--- src/rtl/if_trace_buffer.sv ---
// Elastic first-word-fall-through FIFO between the IF tracker and the trace consumer.
// Push-side never stalls; pushes into a full buffer are dropped, counted and flagged.

package ryuki_datatypes;
  // Completed IF trace record as produced by the IF tracker
  typedef struct packed {
    logic [31:0] pc;
    logic [31:0] insn;
    logic [7:0]  tag;
  } trace_output;
endpackage

module if_trace_buffer
  import ryuki_datatypes::*;
#(
  parameter int unsigned DEPTH      = 8,
  parameter int unsigned DROP_WIDTH = 16
) (
  input  logic                    clk,
  input  logic                    rst,
  input  logic                    if_data_valid,
  input  trace_output             if_data_i,
  input  logic                    flush,
  input  logic                    trace_ready,
  output logic                    trace_valid,
  output trace_output             trace_data_o,
  output logic [$clog2(DEPTH):0]  count,
  output logic [$clog2(DEPTH):0]  high_water,
  output logic                    overflow,
  output logic [DROP_WIDTH-1:0]   drop_count
);

  localparam int unsigned PTR_W = $clog2(DEPTH);
  localparam int unsigned CNT_W = PTR_W + 1;

  trace_output      mem [DEPTH];
  logic [PTR_W-1:0] wr_ptr;
  logic [PTR_W-1:0] rd_ptr;
  logic             full;
  logic             do_pop;
  logic             do_push;
  logic             do_drop;
  logic [CNT_W-1:0] count_nxt;

  assign full         = (count == CNT_W'(DEPTH));
  assign trace_valid  = (count != '0);
  assign trace_data_o = trace_valid ? mem[rd_ptr] : '0;

  // Handshake decode; flush masks both sides, a pop frees room for a same-cycle push
  always_comb begin
    do_pop    = 1'b0;
    do_push   = 1'b0;
    do_drop   = 1'b0;
    count_nxt = count;
    if (!flush) begin
      do_pop  = trace_valid && trace_ready;
      do_push = if_data_valid && (!full || do_pop);
      do_drop = if_data_valid && full && !do_pop;
    end
    if (flush) begin
      count_nxt = '0;
    end else if (do_push && !do_pop) begin
      count_nxt = count + CNT_W'(1);
    end else if (do_pop && !do_push) begin
      count_nxt = count - CNT_W'(1);
    end
  end

  // Record storage; contents are don't-care until written
  always_ff @(posedge clk) begin
    if (do_push) begin
      mem[wr_ptr] <= if_data_i;
    end
  end

  // Pointers, occupancy and high-water tracking
  always_ff @(posedge clk or posedge rst) begin
    if (rst) begin
      wr_ptr     <= '0;
      rd_ptr     <= '0;
      count      <= '0;
      high_water <= '0;
    end else if (flush) begin
      wr_ptr     <= '0;
      rd_ptr     <= '0;
      count      <= '0;
      high_water <= '0;
    end else begin
      if (do_push) wr_ptr <= wr_ptr + PTR_W'(1);
      if (do_pop)  rd_ptr <= rd_ptr + PTR_W'(1);
      count <= count_nxt;
      if (count_nxt > high_water) high_water <= count_nxt;
    end
  end

  // Sticky overflow flag and saturating drop counter; only reset clears them
  always_ff @(posedge clk or posedge rst) begin
    if (rst) begin
      overflow   <= 1'b0;
      drop_count <= '0;
    end else if (do_drop) begin
      overflow <= 1'b1;
      if (drop_count != '1) drop_count <= drop_count + DROP_WIDTH'(1);
    end
  end

endmodule

--- config.mk ---
export PLATFORM = sky130hd
export DESIGN_NAME = if_trace_buffer
export DESIGN_NICKNAME = d
export VERILOG_FILES = /design/src/rtl/if_trace_buffer.sv
export SDC_FILE = /design/constraint.sdc
export NUM_CORES = 1
export LEC_CHECK = 0
export BUFFER_PORTS_ARGS = -buffer_cell sky130_fd_sc_hd__buf_2
export CORE_ASPECT_RATIO = 1.25
export CORE_MARGIN = 3
export CORE_UTILIZATION = 60
export CTS_BUF_LIST = sky130_fd_sc_hd__clkbuf_2 sky130_fd_sc_hd__clkbuf_4 sky130_fd_sc_hd__clkbuf_8
export CTS_CLUSTER_DIAMETER = 50
export DETAILED_ROUTE_END_ITERATION = 10
export GPL_TIMING_DRIVEN = 0
export PLACE_DENSITY = 0.76
export RECOVER_POWER = 50
export SLEW_MARGIN = 20
export SYNTH_ARGS = -nofsm -noshare
export SYNTH_HDL_FRONTEND = slang
export SYNTH_SLANG_ARGS = --single-unit
--- constraint.sdc ---
create_clock -name clk -period 21.6 [get_ports clk]
set_input_delay 2.16 -clock clk [delete_from_list [all_inputs] [get_ports clk]]
set_output_delay 2.16 -clock clk [all_outputs]
set_load 0.03 [all_outputs]
**Yosys cells after proc, flatten, opt, wreduce, memory -nomap -nowiden**

Memories as Yosys holds them, arrays and structs flattened.
Cells that the tools add are included.

- Memories: 1
- Logic and storage cells: 47
- Output and inout port bits: 98
- Latch bits: 0
- Input port bits: 77
- Memory bits (read-only): 0
- Bits in writable memories: 576
- Register bits after elaboration: 31

- Equal/unequal tests: 2
- Order comparisons: 1
- Mux-type cells: 16
- Divide/modulo/power cells: 0
- Bitwise operators: 0
- Reduce and logical (&&, ||, !) cells: 16
- Multiply operators: 0
- Shifts and indexed selects: 0
- $add $sub $neg: 5

Memories:

| memory | words | width | rd ports | clocked after Yosys merged registers in | wr ports | RTL line | source |
|---|---|---|---|---|---|---|---|
| mem | 8 | 72 | 1 | 0 | 1 | 36 | `trace_output mem [DEPTH];` |

Operators by type and width:

| operator | number |
|---|---|
| 72-bit two-way mux | 1 |
| 4-bit two-way mux | 6 |
| 16-bit by 1-bit adder with 16-bit output, second input constant | 1 |
| 16-bit inequality test, second input constant | 1 |
| 3-bit two-way mux | 4 |
| 3-bit by 1-bit adder with 3-bit output, second input constant | 2 |
| 1-bit logical AND | 6 |
| 2-bit nonzero test | 3 |
| 1-bit two-way mux | 5 |
| 4-bit by 1-bit adder with 4-bit output, second input constant | 1 |
| 4-bit equality test, second input constant | 1 |
| 4-bit > comparator | 1 |
| 1-bit logical NOT | 4 |
| 4-bit nonzero test | 1 |
| 4-bit by 1-bit subtractor with 4-bit output, second input constant | 1 |
| 2-bit AND reduction | 1 |
| 1-bit logical OR | 1 |

**Depth between registers and ports, before layout**

Gate-level depths: netlist of the first run.

- Depth after elaboration: 13
- Mapped depth: 12
- Gate-level depth less buffers: 12

**Worst setup path after synthesis of the first run**

No wires, ideal clock.

- Kind: input to register
- From: input trace_ready
- To: memory mem[0][0] (netlist bit), enable pin
- Setup time: 0.590 ns
- Cell stages on the path: 5
- Buffers on the path: 1
- Required time: 21.010 ns
- Path slack: 13.185 ns
- Arrival time: 7.825 ns
- Cells stage by stage: nand4bb_1 -> buf_2 -> nand2_1 -> or3_1 -> nor3_1

- Cells in the longest elaborated chain, start to end: 6

Ends and longest elaborated chain:

| what | RTL line | source |
|---|---|---|
| start, declared | 24 | `input logic trace_ready,` |
| 1-bit logical AND | 56 | `do_pop = trace_valid && trace_ready;` |
| 1-bit logical OR | 57 | `do_push = if_data_valid && (!full \|\| do_pop);` |
| 1-bit logical AND | 57 |  |
| 1-bit two-way mux | 55 | `if (!flush) begin` |
| 1-bit two-way mux | 71 | `if (do_push) begin` |
| 1-bit two-way mux (implied by the code) | 72 | `mem[wr_ptr] <= if_data_i;` |
| end, declared | 36 |  |

No other way between the ends.

==> results of run 1 <==
## state kept, by name, indices dropped and copies added (netlist names)
name and cells:
drop_count 16, wr_ptr 3, count 4, high_water 4, rd_ptr 3, overflow 1
mem 576
## layout make-up
type	count	area (um2)	area share, %
tap	492	616	2.23
sequential	607	18100	65.4
buffer	54	258	0.933
multi-input combinational	431	5290	19.1
clock buffer	113	1410	5.09
antenna	1	2.50	0.00906
timing repair buffer	217	1470	5.33
clock inverter	48	490	1.78
inverter	8	30.0	0.109
## worst max-delay path, stage by stage (launching register included)
cell and delay, ns:
dfrtp_1 0.47, inv_1 0.17, ha_1 0.28, nor3b_2 0.22, clkbuf_1 0.62, clkbuf_1 0.59
nor2_1 0.23, buf_2 0.24
## metal layers
layer	vias up	wire length, um	share of wire, %
met2	476	24800	51
met1	6157	19600	40
met3	76	3630	7.4
li1	5179	-	-
met5	-	23	0.047
met4	4	1010	2.1
## synthesized netlist by cell type, drive strengths merged, types with 3 or more instances
cell | count | area share, %
mux4 | 144 | 14
and3 | 3 | 0.079
o211ai | 6 | 0.19
nand2 | 12 | 0.19
nor2 | 87 | 1.4
ha | 10 | 0.53
dfrtp | 31 | 3.3
and4 | 3 | 0.12
clkbuf | 22 | 0.35
a21oi | 11 | 0.23
o2111ai | 3 | 0.11
buf | 32 | 0.75
xnor2 | 12 | 0.44
nor2b | 4 | 0.11
nand2b | 6 | 0.17
inv | 8 | 0.13
nand4 | 6 | 0.22
nand3 | 10 | 0.21
mux2i | 74 | 3.1
xor2 | 5 | 0.19
nor3 | 3 | 0.085
edfxtp | 576 | 73
o21ai | 4 | 0.085
## layout by cell type, fill, tap and decap left out, types with 11 or more instances in the layout
| cell type | instances |
|---|---|
| buf_16 | 11 |
| clkinv_2 | 15 |
| nand2_1 | 12 |
| buf_12 | 11 |
| xnor2_1 | 12 |
| mux2i_1 | 74 |
| buf_4 | 22 |
| buf_2 | 104 |
| clkbuf_1 | 108 |
| clkinv_1 | 17 |
| nor2_1 | 83 |
| a21oi_1 | 11 |
| edfxtp_1 | 576 |
| clkbuf_4 | 24 |
| clkbuf_8 | 89 |
| mux4_2 | 144 |
| dfrtp_1 | 31 |
## power by group through the flow
stage | sequential, W | combinational (W) | clock [W]
2_1_floorplan | 0.00136 | 0.000565 | 0
3_3_place_gp | 0.00136 | 0.000796 | 0
3_5_place_dp | 0.00135 | 0.000813 | 0
4_1_cts | 0.00133 | 0.000817 | 0.000992
5_1_grt | 0.00133 | 0.000856 | 0.00105
6_report | 0.00133 | 0.000799 | 0.000972
## cell families after synthesis
| family | Yosys count | share of synthesized area (%) |
|---|---|---|
| fa+ha+maj | 10 | 0.529 |
| xor+xnor | 17 | 0.630 |
| compound gates | 37 | 1.14 |
| simple gates | 148 | 3.10 |
| flops | 607 | 76.5 |
| buf+inv | 62 | 1.23 |
| mux | 219 | 16.9 |
## worst min path at each step
stage               startpoint         to  slack [ns]  depth (start not counted)
floorplan            wr_ptr[0]  wr_ptr[0]        0.55                          2
global placement      overflow   overflow        0.47                          1
detailed placement    overflow   overflow        0.46                          1
CTS                   overflow   overflow        0.48                          1
global route          overflow   overflow        0.49                          1
finish                overflow   overflow        0.49                          1
## metrics by stage
step / utilization, % / power, W / hold WS, ns / setup slack [ns] / instances
finish: 71.7 / 0.00310 / 0.487 / 15.98 / 1971
global route: 71.7 / 0.00323 / 0.488 / 15.79 / 1971
CTS: 72.1 / 0.00313 / 0.477 / 15.92 / 1970
detailed placement: 67.2 / 0.00216 / 0.463 / 16.55 / 1809
global placement: 65.2 / 0.00215 / 0.466 / 7.92 / 1766
floorplan: - / 0.00193 / 0.546 / 13.19 / 1100
==> summary by stage, run 1 <==
Global route
The pin count of the biggest net entering global routing is 32. The overall global routing resource usage is 24.1%. Global routing used 5.15% of the available met3 tracks. The via count of the first global-routing pass is between 10000 and 15000. Global routing consumed, on the met1 layer, 33.6% of the routing resources. The routing usage on met2 is between 30% and 40%. For this run the aggregate overflow at the end of global routing stands at 0.

The most crowded layer after global routing is met2. The global-route wire length before repair is between 70000 and 80000 um. The initial antenna violation count is 3.

Floorplanning
The floorplan die height is approximately 230 um. After floorplanning, the core was sized to cover about 39000 um2. The floorplan has 80 rows. The full die area is approximately 42000 um2.

The initial cell density of the core is 61.3%. The number of ports placed on the die boundary is about 180. The width of the die is around 180 um.

CTS
Once the clock tree was built, the setup fixing pass inserted 0 buffers. The number of H-tree branching levels is 3. The total of hold buffers inserted after clock tree synthesis is 0. Once the clock tree was built, the resizer swapped 0 gates to a different size.

The total clock sinks is 607. The cell sitting at the root of the clock tree is a clkbuf_8. The TritonCTS clock tree is done. The clock-pin slew reported for the worst setup and hold paths after clock tree synthesis is 0.06 ns. The maximum buffer depth of the clock tree is 3. Clock tree synthesis inserted a total of 88 buffers. The later-pin clock latency in the skew report is 0.66 ns.

Worst setup path
The reg-to-reg endpoint is mem[5][44]. The path type of the worst setup path is flop to output pin. The endpoint of the most critical setup path is trace_data_o[43].

The category of the worst setup path capture point is an output pin. The data required time at the worst endpoint is just under 20 ns. The largest fanout of any net on the critical path is 10. At the worst endpoint, the arrival time is between 3 and 4 ns. The worst setup path is launched from a flop. The critical path starts at count[1]. Across all register-to-register paths, the minimum setup slack is between 15 and 20 ns.

In this run the critical register-to-register path is launched from count[1]. The depth of the most critical reg-to-reg path is 9.

Timing
Headroom to the max-slew limit came out at -4.95%. The max-slew violation count is 12. The setup violation total in the final timing report is 0. Clock skew on the completed layout was measured at 0.0295 ns. Adding up every negative setup slack in the final design gives 0 ns. The fmax is 0.178 GHz.

The worst-margin pin slew is around 1.6 ns. Setup repair after global routing left no endpoint under its margin. The count of final hold-check violations is 0. The worst path uses approximately a quarter of the clock period. Subtracting the final worst setup slack from the clock period gives 5.62 ns.

Yosys
Synthesis produced 1100 cells. The proportion of register bits with asynchronous set or reset after synthesis is ~5.1%. The predominant post-synthesis flop cell is edfxtp_1. The number of nets in the synthesized netlist is about 1200. The number of synthesized flops with an enable pin is ~580. The number of synthesis warnings is 0. After synthesis the netlist holds a flip-flop and latch count of about 600. Counting distinct cell types in the post-synthesis netlist gives 54.

The mean post-synth cell area is approximately 21 um2. The mapped cell area is 23600 um2. Sequential cells were found to cover about three quarters of the synthesized design area.

Outcome
The flow ran to the end, but the final reports show violations. The checks that failed: max-capacitance violations, max-slew violations.

Place
The final weighted congestion in routability-driven placement is between 0.7 and 0.8. The post-place instance area is about 26000 um2. Input and output buffers added on the ports amount to 174.

The post-DP HPWL is approximately 31000 um.

Pwr
The clock share of power is between 30% and 40%. Per report_power, the sequential group accounts for a little over two fifths of the total. Dividing total power by cell area gives a power density of 112 nW/um2. The power dissipated by switching net loads is 0.000929 W.

The switching power share of the total is between 30% and 40%. IR analysis of the VDD net gives a maximum drop of 0.0765 mV. Summed over all cells, the static leakage comes to slightly above 9 nW. The combinational cell fraction of total power is between 20% and 30%.

Internal power comes to between 0.002 and 0.0025 W.

Detailed routing
After detailed routing, the total wire length is a little under 50000 um. The routed layout has between 10000 and 15000 vias. The total DRC errors in the routed layout is 0. The number of violations reported at the end of detailed-routing iteration 0 is 976. The number of vias per cell after detailed routing is 6.03.

The number of nets with antenna violations after routing is 0. The wire length per cell after detailed routing is around 25 um. The first detailed-routing pass took 6 iterations.

Worst hold path
The min-delay analysis places its worst path in the category flop to flop.

Finish
The fraction of layout cells with a size suffix above 1 is between 30% and 40%. The final cell area excluding filler cells is ~28000 um2. After filler insertion, the fill cell instance count of the layout stands at 2334.

The area added between synthesis and finish is 16.9%. After the last flow step, the layout net total stands at 1494.

Run
The max-cap check violation count is 1.
No activity file was read; power rests on OpenSTA's default activity.
==> run 2: changes to the inputs <==
- CORE_UTILIZATION: 60 -> 56
- PLACE_DENSITY: 0.76 -> 0.74
- clock period: 21.6 -> 4.6 ns (I/O delays scaled with it)
==> run 2 against run 1 <==
The run now ends clean; critical path type unchanged; critical path depth unchanged; critical endpoint is now trace_data_o[53]; combinational power grew to 4.7 times the previous value; count of clock-buffer cells in the layout increased by 6; wire length increased by 0.94%; first-iteration DRC count increased by 2.3%; sequential share of layout area up 0.056 points; die area is 6.9% higher; clock skew fell by 0.0017 ns; cell area hardly changed; via count decreased by 0.49%; register-to-register slack lost 17 ns.
==> summary by stage, run 2 (synthesis results as in run 1) <==
Outcome
The flow ran to the end, and the final reports show no timing, DRC or antenna violations.

Pwr
The highest ir drop seen on vdd is 0.261 mV (+240%). The leakage power total is 8.90 nW (-1.6%). The power per unit of standard cell area was 513 nW/um2 (+360%).

Place
The post-place instance area is 26000 um2 (+0.51%). The number of I/O port buffers was 174 (unchanged). The post-DP HPWL came to 31600 um (+0.88%). The final weighted congestion in routability-driven placement is 0.766 (-0.75%).

Worst setup path
The cell occurring most often along the worst timing path is clkbuf_1. The data arrival time of the critical path came to 3.57 ns (+0.11 ns). The largest fanout of any net on the critical path came to 10 (unchanged). The reg2reg setup slack was 0.91 ns (-16.84 ns). STA classifies the critical path startpoint as a flop.

The category of the worst setup path capture point is an output pin. The data required time at the worst endpoint came to 4.14 ns (-15.30 ns). The largest incremental delay on the critical path is 0.65 ns (+0.03 ns). On the critical path, the stage with the largest delay is an instance of clkbuf_1. The signal on the critical path passes through inv_1 -> ha_1 -> nor3b_1 -> clkbuf_1 -> clkbuf_1 -> nor2_1 -> buf_2.

The depth of the most critical reg-to-reg path was 12 (+3). The critical path in this run is classified as flop to output pin.

Finish
In the layout the commonest cells are edfxtp_1, mux4_2, clkbuf_1. The area taken by flip-flops and latches came to 18100 um2 (unchanged). The area added between synthesis and finish was 16.8% (about the same).

The register with the most flip-flops in the final layout is mem. The footprint of the multi-input gates is 5310 um2 (+0.54%). The fraction of layout cells with a size suffix above 1 was 29.8% (-1.0 points).

The number of nets in the layout is 1491 (-0.20%). The largest registers in the layout are mem x576, drop_count x16. The flip-flop count of the largest register, all copies and words added is 576 (unchanged). The final cell area excluding filler cells was 27600 um2 (about the same).

The number of fill cells in the layout is 2757 (+18%). The commonest non-fill, non-tap cell in the layout is edfxtp_1.

CTS
The later-pin clock latency in the skew report is 0.63 ns (-0.03 ns). The number of buffers created by CTS came to 91 (+3.4%). The cell chosen for the clock root is clkbuf_8.

The total clock sinks is 607 (unchanged). The total of hold buffers inserted after clock tree synthesis is 1 (+1). The number of H-tree branching levels is 3 (unchanged). The setup fix buffers added after clock tree synthesis was 0 (unchanged). The maximum buffer depth of the clock tree is 3 (unchanged).

The quantity of gates resized following cts was 0 (unchanged). The clock-pin slew reported for the worst setup and hold paths after clock tree synthesis is 0.07 ns (about the same). The TritonCTS clock tree is done.

Detailed routing
The number of violations reported at the end of detailed-routing iteration 0 is 998 (+2.3%). The overall routed net length was 49600 um (+0.94%). The detailed-router iteration count before antenna repair was 5 (-1). The number of vias in the routed layout is 11800 (-0.49%). The wire length per cell after detailed routing is 24.4 um (-1.9%).

The number of nets with antenna violations after routing came to 0 (unchanged). The total DRC errors in the routed layout is 0 (unchanged). The number of vias per cell after detailed routing is 5.83 (-3.3%).

Global route
The via count of the first global-routing pass is 12500 (+0.51%). The initial antenna violation count was 7 (+4). The pin count of the biggest net entering global routing was 32 (unchanged). The global-route wire length before repair is 75400 um (+0.28%). The leftover overflow at the end of global routing is 0 (unchanged). The overall global routing resource usage was 22.6% (-1.5 points).

Timing
The worst-case clock skew is 0.0279 ns (-0.00168 ns). The count of final hold-check violations is 0 (unchanged). The worst slew slack as a fraction of its limit was 20.4% (+25 points).

The setup violation total in the final timing report is 0 (unchanged). The worst hold slack is 0.172 ns (-0.315 ns). Setup repair after global routing left no endpoint under its margin. In the finished design, the share of the clock period the worst path needs comes to around 90%.

The worst-margin pin slew is 1.19 ns (-0.376 ns). The max-slew violation count is 0 (-12). Based on the critical path, the design can be clocked at up to approximately 0.25 GHz. Counting I/O delays and the setup requirement, the final critical path takes about 4.0 ns.

Floorplanning
The width of the die is 190 um (+3.4%). The number of ports placed on the die boundary is 175 (unchanged). The cell row count is 83 (+3.8%). The floorplan die height is 236 um (+3.4%).

The initial cell density of the core is 57.0% (-4.3 points). The area of the core is 41400 um2 (+7.5%). The full die area is 44700 um2 (+6.9%).

Worst hold path
In this run the worst hold path is classified as input port to flop. The number of cells on the worst hold path is 1 (unchanged).

Run
The max-cap check violation count came to 0 (-1).
==> run 2: cell count changes in the layout (fill, tap and decap cells not counted), moves of 4 or more <==
cell / change
bufinv_16: -8
buf_6: -5
clkbuf_4: +4
buf_4: -14
buf_8: +10
clkbuf_1: +12
diode_2: +4
buf_2: -12
==> run 2: area by class of cell <==
type	count	area share, %
flip-flops and latches	607	65.5
multi-input cells	431	19.2
repair buffers	211	5.47
clock buffers	119	5.30
well taps	552	2.50
plain buffers	54	0.938
clock inverters	42	0.929
inverters	8	0.109
diodes	5	0.0453
==> run 2: layer usage <==
layer | wire length, um | share of wire (%) | track usage [%] | vias up
met5 | 33 | 0.067 | 0 | -
met4 | 737 | 1.5 | 5.85 | 6
met3 | 3220 | 6.5 | 4.68 | 67
met2 | 25400 | 51 | 37.7 | 399
met1 | 20200 | 41 | 31.2 | 6186
li1 | - | - | - | 5176
==> run 2: stage by stage <==
step	setup slack, ns	setup TNS [ns]	instances	utilization [%]	power (W)
floorplan	-0.717	-136.63	1100	-	0.00904
global placement	-3.74	-1172.29	1826	60.9	0.0101
detailed placement	0.987	0	1862	62.8	0.0102
CTS	0.598	0	2024	67.0	0.0143
global route	0.372	0	2026	66.6	0.0148
finish	0.569	0	2029	66.6	0.0142
==> run 2: worst paths after layout <==
path                                     to           from
min in group asynchronous         rd_ptr[2]            rst
setup reg to reg              high_water[2]       count[1]
max in group asynchronous     drop_count[5]            rst
hold reg to reg                    overflow       overflow
setup / recovery           trace_data_o[53]       count[1]
hold / removal                   mem[2][46]  if_data_i[46]
==> run 2: critical path: cells and delay by family, from the launching register on <==
family / cells / cell delay [ns]
flops: 1 / 0.46
buf+inv: 4 / 1.65
simple gates: 2 / 0.51
fa+ha+maj: 1 / 0.30
==> run 2: power by group <==
part / internal, W / switching, W
Sequential: 0.00617 / 0.0000549
Clock: 0.00219 / 0.00195
Combinational: 0.00142 / 0.00236
